**src/rtl/ps2_pkg.sv**
```systemverilog
// PS/2 host transmitter shared definitions: FSM state encoding, frame length
// and the microsecond-to-cycle conversion used to size every timer.
package ps2_pkg;

  typedef enum logic [3:0] {
    IDLE,
    INHIBIT,
    START,
    WAIT_FIRST,
    DATA,
    PARITY,
    STOP,
    ACK,
    WAIT_IDLE
  } ps2_state_t;

  // Falls per host-to-device frame: 8 data, parity, stop, ack.
  localparam int unsigned FRAME_FALLS = 11;

  function automatic int unsigned us_to_cycles(input int unsigned freq_hz,
                                               input int unsigned us);
    return 32'((64'(freq_hz) * 64'(us)) / 64'd1_000_000);
  endfunction

endpackage

```
**src/rtl/ps2_line_filter.sv**
```systemverilog
// PS/2 line conditioner: 2-FF synchronizer followed by a stable-sample filter.
// A level change is accepted after FILTER_LEN consecutive samples that differ
// from the current filtered level; fall_o/rise_o pulse for one cycle with it.
//   clk, reset_n : system clock, async active-low reset (level resets high)
//   line_i       : raw line level
//   level_o      : filtered level
//   fall_o/rise_o: one-cycle strobes on accepted 1->0 / 0->1 changes
module ps2_line_filter
  import ps2_pkg::*;
#(
  parameter int unsigned FILTER_LEN = 4
) (
  input  logic clk,
  input  logic reset_n,
  input  logic line_i,
  output logic level_o,
  output logic fall_o,
  output logic rise_o
);

  localparam int unsigned CW = (FILTER_LEN > 1) ? $clog2(FILTER_LEN) : 1;
  localparam logic [CW-1:0] CNT_LAST = CW'(FILTER_LEN - 1);

  logic [1:0]    sync_q;
  logic [CW-1:0] cnt;

  always_ff @(posedge clk or negedge reset_n) begin
    if (!reset_n) begin
      sync_q  <= '1;
      cnt     <= '0;
      level_o <= 1'b1;
      fall_o  <= 1'b0;
      rise_o  <= 1'b0;
    end else begin
      sync_q <= {sync_q[0], line_i};
      fall_o <= 1'b0;
      rise_o <= 1'b0;
      if (sync_q[1] == level_o) begin
        cnt <= '0;
      end else if (cnt == CNT_LAST) begin
        level_o <= sync_q[1];
        cnt     <= '0;
        fall_o  <= ~sync_q[1];
        rise_o  <= sync_q[1];
      end else begin
        cnt <= cnt + CW'(1);
      end
    end
  end

endmodule

```
**src/rtl/ps2_host_tx.sv**
```systemverilog
// PS/2 host-to-device command transmitter (open-drain clock/data drive).
//   clk, reset_n        : system clock, async active-low reset
//   data_i, valid_i     : command byte, taken on valid_i && ready_o
//   ready_o, busy_o     : idle / transaction in progress
//   done_o, err_o       : one-cycle completion pulse, err_o = NACK or timeout
//   ps2_clk_i/data_i    : raw line levels
//   ps2_clk_oe_o/data_oe: 1 pulls the respective line low
module ps2_host_tx
  import ps2_pkg::*;
#(
  parameter int unsigned FREQ_HZ          = 25_000_000,
  parameter int unsigned INHIBIT_US       = 120,
  parameter int unsigned FIRST_TIMEOUT_US = 15000,
  parameter int unsigned FRAME_TIMEOUT_US = 2000,
  parameter int unsigned FILTER_LEN       = 4
) (
  input  logic       clk,
  input  logic       reset_n,
  input  logic [7:0] data_i,
  input  logic       valid_i,
  output logic       ready_o,
  output logic       busy_o,
  output logic       done_o,
  output logic       err_o,
  input  logic       ps2_clk_i,
  input  logic       ps2_data_i,
  output logic       ps2_clk_oe_o,
  output logic       ps2_data_oe_o
);

  localparam int unsigned INHIBIT_CYC = us_to_cycles(FREQ_HZ, INHIBIT_US);
  localparam int unsigned FIRST_CYC   = us_to_cycles(FREQ_HZ, FIRST_TIMEOUT_US);
  localparam int unsigned FRAME_CYC   = us_to_cycles(FREQ_HZ, FRAME_TIMEOUT_US);
  localparam int unsigned MAX_CYC =
    (FIRST_CYC > FRAME_CYC) ? ((FIRST_CYC > INHIBIT_CYC) ? FIRST_CYC : INHIBIT_CYC)
                            : ((FRAME_CYC > INHIBIT_CYC) ? FRAME_CYC : INHIBIT_CYC);
  localparam int unsigned TW = $clog2(MAX_CYC + 1);

  logic clk_lvl, clk_fall, clk_rise_unused;
  logic data_lvl, data_fall_unused, data_rise_unused;

  ps2_line_filter #(.FILTER_LEN(FILTER_LEN)) u_clk_filt (
    .clk     (clk),
    .reset_n (reset_n),
    .line_i  (ps2_clk_i),
    .level_o (clk_lvl),
    .fall_o  (clk_fall),
    .rise_o  (clk_rise_unused)
  );

  ps2_line_filter #(.FILTER_LEN(FILTER_LEN)) u_data_filt (
    .clk     (clk),
    .reset_n (reset_n),
    .line_i  (ps2_data_i),
    .level_o (data_lvl),
    .fall_o  (data_fall_unused),
    .rise_o  (data_rise_unused)
  );

  ps2_state_t    state;
  logic [TW-1:0] timer;
  logic [7:0]    sh;
  logic          par;
  logic [3:0]    bit_cnt;
  logic          nack;

  always_ff @(posedge clk or negedge reset_n) begin
    if (!reset_n) begin
      state         <= IDLE;
      timer         <= '0;
      sh            <= '0;
      par           <= 1'b0;
      bit_cnt       <= '0;
      nack          <= 1'b0;
      ready_o       <= 1'b1;
      busy_o        <= 1'b0;
      done_o        <= 1'b0;
      err_o         <= 1'b0;
      ps2_clk_oe_o  <= 1'b0;
      ps2_data_oe_o <= 1'b0;
    end else begin
      done_o <= 1'b0;
      err_o  <= 1'b0;
      if (state inside {WAIT_FIRST, DATA, PARITY, STOP, ACK, WAIT_IDLE} && timer == '0) begin
        // Device never answered or stalled mid-frame: abandon the frame.
        ps2_clk_oe_o  <= 1'b0;
        ps2_data_oe_o <= 1'b0;
        done_o        <= 1'b1;
        err_o         <= 1'b1;
        state         <= IDLE;
      end else begin
        if (timer != '0) timer <= timer - TW'(1);
        case (state)
          IDLE: begin
            if (valid_i && ready_o) begin
              sh           <= data_i;
              par          <= ~^data_i;
              bit_cnt      <= '0;
              timer        <= TW'(INHIBIT_CYC - 1);
              ps2_clk_oe_o <= 1'b1;
              ready_o      <= 1'b0;
              busy_o       <= 1'b1;
              state        <= INHIBIT;
            end else begin
              ready_o <= 1'b1;
              busy_o  <= 1'b0;
            end
          end
          INHIBIT: begin
            if (timer == '0) begin
              ps2_data_oe_o <= 1'b1;
              state         <= START;
            end
          end
          START: begin
            ps2_clk_oe_o <= 1'b0;
            timer        <= TW'(FIRST_CYC - 1);
            state        <= WAIT_FIRST;
          end
          WAIT_FIRST: begin
            if (clk_fall) begin
              ps2_data_oe_o <= ~sh[0];
              sh            <= {1'b0, sh[7:1]};
              bit_cnt       <= 4'd1;
              timer         <= TW'(FRAME_CYC - 1);
              state         <= DATA;
            end
          end
          DATA: begin
            if (clk_fall) begin
              if (bit_cnt == 4'd8) begin
                ps2_data_oe_o <= ~par;
                state         <= PARITY;
              end else begin
                ps2_data_oe_o <= ~sh[0];
                sh            <= {1'b0, sh[7:1]};
              end
              bit_cnt <= bit_cnt + 4'd1;
            end
          end
          PARITY: begin
            if (clk_fall) begin
              ps2_data_oe_o <= 1'b0;
              bit_cnt       <= bit_cnt + 4'd1;
              state         <= STOP;
            end
          end
          STOP: begin
            if (clk_fall) begin
              bit_cnt <= 4'(FRAME_FALLS);
              state   <= ACK;
            end
          end
          ACK: begin
            // Device holds data through the low half of the ack clock.
            nack  <= data_lvl;
            state <= WAIT_IDLE;
          end
          WAIT_IDLE: begin
            if (clk_lvl && data_lvl) begin
              done_o <= 1'b1;
              err_o  <= nack;
              state  <= IDLE;
            end
          end
          default: state <= IDLE;
        endcase
      end
    end
  end

endmodule
```
**config.mk**
```make
export PLATFORM = sky130hd
export DESIGN_NAME = ps2_host_tx
export DESIGN_NICKNAME = d
export VERILOG_FILES = /design/src/rtl/ps2_pkg.sv /design/src/rtl/ps2_line_filter.sv /design/src/rtl/ps2_host_tx.sv
export SDC_FILE = /design/constraint.sdc
export NUM_CORES = 1
export LEC_CHECK = 0
export CAP_MARGIN = 10
export CORE_MARGIN = 1
export CORE_UTILIZATION = 25
export CTS_BUF_LIST = sky130_fd_sc_hd__clkbuf_16
export CTS_CLUSTER_DIAMETER = 80
export DETAILED_ROUTE_END_ITERATION = 16
export PLACE_DENSITY = 0.48
export SLEW_MARGIN = 25
export SYNTH_ARGS = -nofsm -noshare
export SYNTH_HDL_FRONTEND = slang
export SYNTH_SLANG_ARGS = --single-unit
export TNS_END_PERCENT = 10
```
**constraint.sdc**
```tcl
create_clock -name clk -period 3.33 [get_ports clk]
set_input_delay 0.999 -clock clk [delete_from_list [all_inputs] [get_ports clk]]
set_output_delay 0.999 -clock clk [all_outputs]
set_load 0.02 [all_outputs]
```
# Word level (Yosys, flattened, before mapping)
# Cells that the tools add are included.
[op_classes]
shift = 0
div_mod_pow = 0
order_cmp = 0
eq_ne = 27
multipliers = 0
n_reduce_logical = 23
addsub = 4
n_bitwise = 6
n_mux = 48
[ops]
columns = ["cell", "count"]
rows = [
  ["19-bit two-way mux", 3],
  ["19-bit one-hot mux with 3 select lines", 1],
  ["4-bit two-way mux", 13],
  ["4-bit one-hot mux with 9 select lines", 1],
  ["8-bit two-way mux", 4],
  ["8-bit one-hot mux with 3 select lines", 1],
  ["19-bit logical NOT", 1],
  ["19-bit nonzero test", 1],
  ["19-bit by 1-bit subtractor with 19-bit output (second input constant)", 1],
  ["1-bit two-way mux", 18],
  ["3-bit by 1-bit != test with 1-bit output (second input constant)", 6],
  ["4-bit by 3-bit == test with 1-bit output (second input constant)", 4],
  ["4-bit one-hot mux with 4 select lines", 1],
  ["6-bit AND reduction", 2],
  ["2-bit AND reduction", 5],
  ["4-bit by 2-bit == test with 1-bit output (second input constant)", 2],
  ["4-bit == test (second input constant)", 2],
  ["2-bit two-way mux", 4],
  ["2-bit by 1-bit != test with 1-bit output (second input constant)", 4],
  ["8-bit AND reduction", 1],
  ["8-bit XNOR reduction", 1],
  ["3-bit != test (second input constant)", 2],
  ["1-bit inverter", 6],
  ["3-bit nonzero test", 2],
  ["other kinds (16)", 22],
]
[totals]
ram_bits = 0
mem_bits_ro = 0
ff_bits = 54
latchBits = 0
in_bits = 13
memories = 0

# Longest topological paths before layout
# Gate-level depths: netlist of the first run.
[depth]
word_depth = 5
depth_mapped = 10
depth_no_buf = 7

# By module
# From an unflattened synthesis of the first run, not the netlist that was laid out.
[hier_totals]
cells_unflattened = 311
area_unflattened_um2 = 3201.8
[modules_own_cells]
columns = ["mod", "instances", "area_each_um2", "cells_per_inst"]
rows = [
  ["ps2_host_tx", 1, 2721.4, 279],
  ["ps2_line_filter", 2, 240.2, 16],
]

# Least setup slack after synthesis of the first run
# OpenSTA, ideal clock, no wires.
[synth_path]
kind = "input port to flip-flop"
from = "input port valid_i"
to = "register timer[12]"
path_buffers = 1
stages = 6
t_arrival_ns = 2.184
setup_slack_ns = 1.059
required_ns = 3.243
path_cell_list = "a21oi_1 > or4_1 > clkbuf_1 > nand2_1 > or4_1 > o211ai_1"
[synth_between]
elab_chain_cells = 3
[synth_lines]
columns = ["element", "line", "text"]
rows = [
  ["from (decl)", "ps2_host_tx.sv:20", "input logic valid_i,"],
  ["1-bit logical AND", "ps2_host_tx.sv:95", "if (valid_i && ready_o) begin"],
  ["19-bit two-way mux", "ps2_host_tx.sv:95", ""],
  ["19-bit one-hot mux with 3 select lines", "ps2_host_tx.sv:93", "case (state)"],
  ["to (signal assigned)", "ps2_host_tx.sv:92", "if (timer != '0) timer <= timer - TW'(1);"],
  ["to (signal assigned)", "ps2_host_tx.sv:99", "timer <= TW'(INHIBIT_CYC - 1);"],
  ["to (signal assigned)", "ps2_host_tx.sv:117", "timer <= TW'(FIRST_CYC - 1);"],
  ["to (decl)", "ps2_host_tx.sv:61", "logic [TW-1:0] timer;"],
]
# No other way between the ends.
# A chain may end at the register's enable or synchronous reset.

# Worst setup path in the final report of the first run
[layout_path]
from = "input port valid_i"
to = "register bit_cnt[0]"
[layout_between]
elab_chain_cells = 3
[layout_lines]
columns = ["element", "line", "text"]
rows = [
  ["1-bit logical AND", "ps2_host_tx.sv:95", ""],
  ["2-bit != test (no source line)", "n/a", ""],
  ["6-bit AND reduction (no source line)", "n/a", ""],
  ["to (signal assigned)", "ps2_host_tx.sv:138", "bit_cnt <= bit_cnt + 4'd1;"],
  ["to (signal assigned)", "ps2_host_tx.sv:144", "bit_cnt <= bit_cnt + 4'd1;"],
  ["to (signal assigned)", "ps2_host_tx.sv:150", "bit_cnt <= 4'(FRAME_FALLS);"],
  ["to (decl)", "ps2_host_tx.sv:64", "logic [3:0] bit_cnt;"],
]
# No other way between the ends.

==> results of run 1 <==
[path summary, 6_finish.rpt]
check | end | slack, ps
setup reg to reg | nack | 880
hold reg to reg | u_data_filt.sync_q[1] | 360
setup / recovery | bit_cnt[0] | 720
hold / removal | u_data_filt.sync_q[1] | 360
max in group asynchronous | u_clk_filt.sync_q[1] | 2280
min in group asynchronous | timer[14] | 690
[sequential cells by signal, indices dropped and copies added, names as in the netlist]
signal and count:
u_clk_filt.fall_o 1, bit_cnt 4, u_clk_filt.level_o 1, u_data_filt.level_o 1, u_clk_filt.sync_q 2, ps2_data_oe_o 1, par 1, u_data_filt.cnt 2
done_o 1, u_data_filt.sync_q 2, nack 1, timer 19, busy_o 1, err_o 1, u_clk_filt.cnt 2, sh 8
ps2_clk_oe_o 1, state 4, ready_o 1
[synthesized netlist by cell type, drive strengths merged (4+ instances only)]
library cell / number / area, µm²
buf: 8 / 50.1
a31oi: 4 / 25.0
and3: 5 / 36.3
ha: 5 / 62.6
dfrtp: 47 / 1180
inv: 7 / 26.3
or4: 7 / 56.3
a21oi: 15 / 78.8
nor2b: 11 / 68.8
nor3: 13 / 70.1
mux2: 19 / 218
nor2: 20 / 85.1
nor4: 4 / 31.3
nand4: 8 / 50.1
o21ai: 14 / 70.1
nand2: 23 / 88.8
clkbuf: 7 / 27.5
dfstp: 7 / 184
xor2: 6 / 52.6
nand2b: 5 / 31.3
xnor2: 12 / 105
a211oi: 6 / 55.1
nand3: 10 / 67.6
[layer usage]
layer,track usage,vias to the layer above
li1,-,1154
met5,0,-
met4,0.0342,0
met2,0.195,56
met1,0.171,1168
met3,0.0236,11
[through the flow]
stage | std cells | setup WS, ps | power (mW)
4_1_cts | 468 | 714 | 2.76
6_report | 468 | 720 | 2.73
5_1_grt | 468 | 619 | 2.94
2_1_floorplan | 306 | 1060 | 1.86
3_3_place_gp | 460 | 441 | 2.13
3_5_place_dp | 460 | 417 | 2.15
[power groups by stage]
stage / clock network (mW) / logic (mW) / registers, mW
floorplan: 0 / 0.783 / 1.07
global placement: 0 / 0.964 / 1.17
detailed placement: 0 / 0.978 / 1.18
CTS: 0.615 / 0.981 / 1.16
global route: 0.637 / 1.10 / 1.21
finish: 0.596 / 0.972 / 1.17
[placed cells by master, fill, tap and decap left out, drive strengths merged, types with 4 or more instances in the layout]
cell type / synthesis / routed
and3: 5 / 5
inv: 7 / 8
buf: 8 / 5
o21ai: 14 / 14
nor2b: 11 / 11
or4: 7 / 7
ha: 5 / 5
nand3: 10 / 10
nand2b: 5 / 5
a21oi: 15 / 15
xor2: 6 / 6
mux2: 19 / 19
nand2: 23 / 23
xnor2: 12 / 12
a211oi: 6 / 6
dfrtp: 47 / 47
clkbuf: 7 / 5
nor3: 13 / 13
nor4: 4 / 4
nand4: 8 / 8
nor2: 20 / 20
clkdlybuf4s50: 0 / 17
dfstp: 7 / 7
a31oi: 4 / 4
[worst max-delay path, delay by kind of cell]
| family | cells | cell delay, ps |
|---|---|---|
| multiplexers | 1 | 340 |
| AND/OR/NAND/NOR | 3 | 710 |
| buffers and inverters | 1 | 560 |
| AO/OA/AOI/OAI | 1 | 190 |
[kinds of logic after synthesis]
kind of cell | after synthesis | synth area share
and+or+nand+nor | 120 | 0.227
buffers and inverters | 22 | 0.0337
AOI/OAI and AO/OA | 67 | 0.152
xor gates and xnor gates | 18 | 0.0512
muxes | 20 | 0.0739
adders and majority gates | 5 | 0.0203
DFF | 54 | 0.441
[layout make-up]
class / instances / area [µm²]
flip-flops and latches: 54 / 1360
inverters: 7 / 26.3
well taps: 147 / 184
clock inverters: 3 / 41.3
fillers: 1290 / 8450
clock buffers: 5 / 125
repair buffers: 22 / 205
multi-input cells: 230 / 1620
==> results.toml, run 1 <==
[run_status]
status = "complete, no violations"

[synthesis]
synth_ff_type = "dfrtp_1"
synth_edf_count = 0
synth_warnings = 0
synthDistinctLibCells = 72
async_flop_share = 1.00
ys_seq_area_frac = 0.441
avgSynthCellArea_um2 = 10.1
syn_nets = 324
syn_area_mm2 = 0.00308
synth.ff_latch_count = 54
postSynthCellCount = 306

[cts]
tritoncts = "yes"
clock_latency_ps = 300
cts_resized = 0
clock-root-buffer = "clkbuf_16"
postCtsSetupBuffers = 0
clkSlewWorstSetupHoldPaths_ps = 70
postCtsHoldBufs = 0
cts_inserted_buffers = 5
cts_buffer_depth = 2
cts.sinks = 54
htreeDepth = 2

[layout]
area_delta_synth_final_pct = 15.5
fin_util = 0.296
antennaDiodeCount = 0
drive_above_1_share = 0.165
num-nets-final = 338
fin_area_mm2 = 0.00356

[route]
met3WireLength_um = 312
drtPass1Iterations = 4
via_count = 2389
topRoutingLayerUsed = "met4"
wl_per_cell_um = 15.7
dr_wl_met2_um = 3470
avgViaCountPerCell = 5.10
ant_nets = 0
first_iter_violations = 119
wl_um = 7350
post-route-drc-count = 0
drt-met1-wl_um = 3460

[pwr]
power_frac_comb = 0.356
p_per_area_mw_per_mm2 = 768
p_int_mw = 1.71
ir_drop_mv = 0.306
p_sw_frac = 0.373
power.share.sequential = 0.426
power.share.clock = 0.218
p_leak_nw = 1.36
p_switching_mw = 1.02

[die]
rows = 40
ios = 19
dieHeight_um = 113
die_area_mm2 = 0.0128
start_util = 0.257
die_w_um = 113
core_area_mm2 = 0.0120

[worst_setup_path]
critPathLaunchType = "input port"
path_cells = "clkdlybuf4s50_1 > nand2_1 > or4_1 > o21ai_0 > nand3b_2 > mux2_1"
critPathKind = "input port to register"
crit_slowest_cell = "clkdlybuf4s50_1"
end_kind = "register"
crit_required_ps = 3510
worst_ep_arrival_time_ps = 2790
worstSetupStartpoint = "valid_i"
reg2regPathDepth = 5
crit-reg2reg-launch = "timer[4]"
crit_path_max_incr_delay_ps = 560
critical_path_peak_fanout = 4

[timing]
clock.fmax_ghz = 0.383
fin_crit_ps = 2610
tightestPinTransition_ps = 832
grt_setup_unrepaired = "false"
fin_crit_sh = 0.784
slew_headroom = 0.438
hold_viol = 0
skew_ps = 9.54
setup_tns_ps = 0
setup_viol = 0
drv_slew = 0
whs_ps = 357

[global_route]
grt_overflow = 0
grt_pass1_vias = 2375
grt_pass1_wl_um = 12500
gr-usage-all-layers = 0.123
grt_start_max_net_pins = 31
antenna_found_initial = 0

[min_path]
worstHoldPathCells = 0
min_path_type = "register to register"
hold_start = "u_data_filt.sync_q[0]"

[placed_design]
placed_area_mm2 = 0.00339
dp_hpwl_um = 5340
portBuffers = 18
gp_congestion = 0.823

[job]
maxCapViolations = 0
Note: power is estimated with default switching activity, not from simulation.
==> inputs of run 2 (changes only) <==
--- a/config.mk
+++ b/config.mk
@@ -11,7 +11,7 @@
 export CTS_BUF_LIST = sky130_fd_sc_hd__clkbuf_16
 export CTS_CLUSTER_DIAMETER = 80
 export DETAILED_ROUTE_END_ITERATION = 16
-export PLACE_DENSITY = 0.48
+export PLACE_DENSITY = 0.5
 export SLEW_MARGIN = 25
 export SYNTH_ARGS = -nofsm -noshare
 export SYNTH_HDL_FRONTEND = slang
==> constraint.sdc (replaced) <==
create_clock -name clk -period 2.3 [get_ports clk]
set_input_delay 0.69 -clock clk [delete_from_list [all_inputs] [get_ports clk]]
set_output_delay 0.69 -clock clk [all_outputs]
set_load 0.02 [all_outputs]
==> run 2 against run 1 <==
Compared with the run above:
- setup slack worse by 620 ps
- hold slack worse by 13 ps
- utilization up 1.3 points
- cell area up 4.5%
- clock-buffer cell count unchanged
- routed wire length up 4.6%
==> results.toml, run 2 (same netlist as run 1, synthesis figures left out) <==
[die]
die_area_mm2 = 0.0128
rows = 40
start_util = 0.257
dieHeight_um = 113
core_area_mm2 = 0.0120
die_w_um = 113
ios = 19

[timing]
skew_ps = 7.57
drv_slew = 0
grt_setup_unrepaired = "false"
fin_crit_ps = 2200
hold_viol = 0
clock.fmax_ghz = 0.455
setup_viol = 0
tightestPinTransition_ps = 613
setup_ws_ps = 104
fin_crit_sh = 0.955
slew_headroom = 0.587

[layout]
regMostFlops = "timer"
final_common_cell = "dfrtp_1"
fin_area_mm2 = 0.00372
top_regs = "timer x19, sh x8"
largest_register_ffs = 19
layout_common_cells = "47 x dfrtp_1, 26 x buf_4, 22 x nand2_1"
stdcell_count = 491
antennaDiodeCount = 0
n_fill_cell = 1278
num-nets-final = 361
fin_util = 0.310
drive_above_1_share = 0.224
area_delta_synth_final_pct = 20.7

[pwr]
p_per_area_mw_per_mm2 = 1070
p_leak_nw = 1.47
ir_drop_mv = 0.388

[placed_design]
dp_slack_ps = -198
placed_area_mm2 = 0.00358
gp_congestion = 0.811
portBuffers = 18
dp.cells = 483
dp_hpwl_um = 5720

[global_route]
antenna_found_initial = 0
use_met1 = 0.171
grtUsageMet3 = 0.0257
grt_overflow = 0
grt_pass1_vias = 2488
use_met2 = 0.212
grt_pass1_wl_um = 12900
top_usage_layer = "met2"
gr-usage-all-layers = 0.129
grt_start_max_net_pins = 29

[cts]
cts_buffer_depth = 2
tritoncts = "yes"
postCtsSetupBuffers = 0
cts_resized = 0
clock-root-buffer = "clkbuf_16"
cts.sinks = 54
clkSlewWorstSetupHoldPaths_ps = 70
htreeDepth = 2
clock_latency_ps = 300
cts_inserted_buffers = 5
postCtsHoldBufs = 0

[min_path]
min_path_type = "input port to async pin"

[worst_setup_path]
path_cells = "clkdlybuf4s50_1 > nand2_1 > or4_1 > o21ai_0 > nand3b_2 > mux2_1"
end_kind = "register"
critical_path_peak_fanout = 4
critPathLaunchType = "input port"
cp_num_buf_inv = 1
crit_required_ps = 2480
cp_top_family = "simple AND/OR/NAND/NOR gates"
critPathKind = "input port to register"
worst_ep_arrival_time_ps = 2380
crit_path_max_incr_delay_ps = 530
crit_slowest_cell = "clkdlybuf4s50_1"

[run_status]
status = "complete, no violations"

[job]
maxCapViolations = 0

[route]
avgViaCountPerCell = 5.00
wl_per_cell_um = 15.7
ant_nets = 0
drtPass1Iterations = 4
post-route-drc-count = 0
via_count = 2456
wl_um = 7690
first_iter_violations = 148
==> run 2: where the power goes <==
group / switching, mW / leakage, nW / internal [mW]
sequential: 0.281 / 0.655 / 1.30
combinational: 0.860 / 0.743 / 0.779
clock: 0.360 / 0.0672 / 0.399
==> run 2: worst paths after layout <==
path | startpoint | endpoint | slack (ps) | cells after the start
worst max-delay path | valid_i | bit_cnt[0] | 100 | 6
worst min-delay path | reset_n | state[0] | 340 | 1
worst max register to register | timer[4] | sh[1] | 180 | 5
worst min register to register | u_data_filt.sync_q[0] | u_data_filt.sync_q[1] | 360 | 0
max in group asynchronous | reset_n | ready_o | 1350 | 2
min in group clk | u_data_filt.sync_q[0] | u_data_filt.sync_q[1] | 360 | 0
==> run 2: area by class of cell <==
class                      instances  area [µm²]  area share
timing repair buffer              45         390       0.105
sequential                        54        1360       0.365
tap                              147         184      0.0494
clock buffer                       5         125      0.0336
clock inverter                     3        16.3     0.00437
inverter                           7        26.3     0.00706
multi-input combinational        230        1620       0.435
==> run 2: layer usage <==
layer,vias to the layer above,part of all wire
met4,0,0.014
met5,-,0
met3,10,0.033
met2,36,0.48
li1,1208,-
met1,1202,0.47
==> run 2: metrics by stage <==
stage / power (mW) / setup TNS (ps) / hold WS (ps)
after floorplan: 2.69 / 0 / 345
after global placement: 3.22 / -2130 / 347
after detailed placement: 3.25 / -1940 / 347
after CTS: 4.02 / 0 / 357
after global routing: 4.29 / 0 / 360
final: 3.98 / 0 / 344
==> run 2: worst reg2reg max path, delay by kind of cell (launching register included) <==
kind          cells  cell delay [ps]
simple gates      4             1200
mux               1              360
flops             1              440
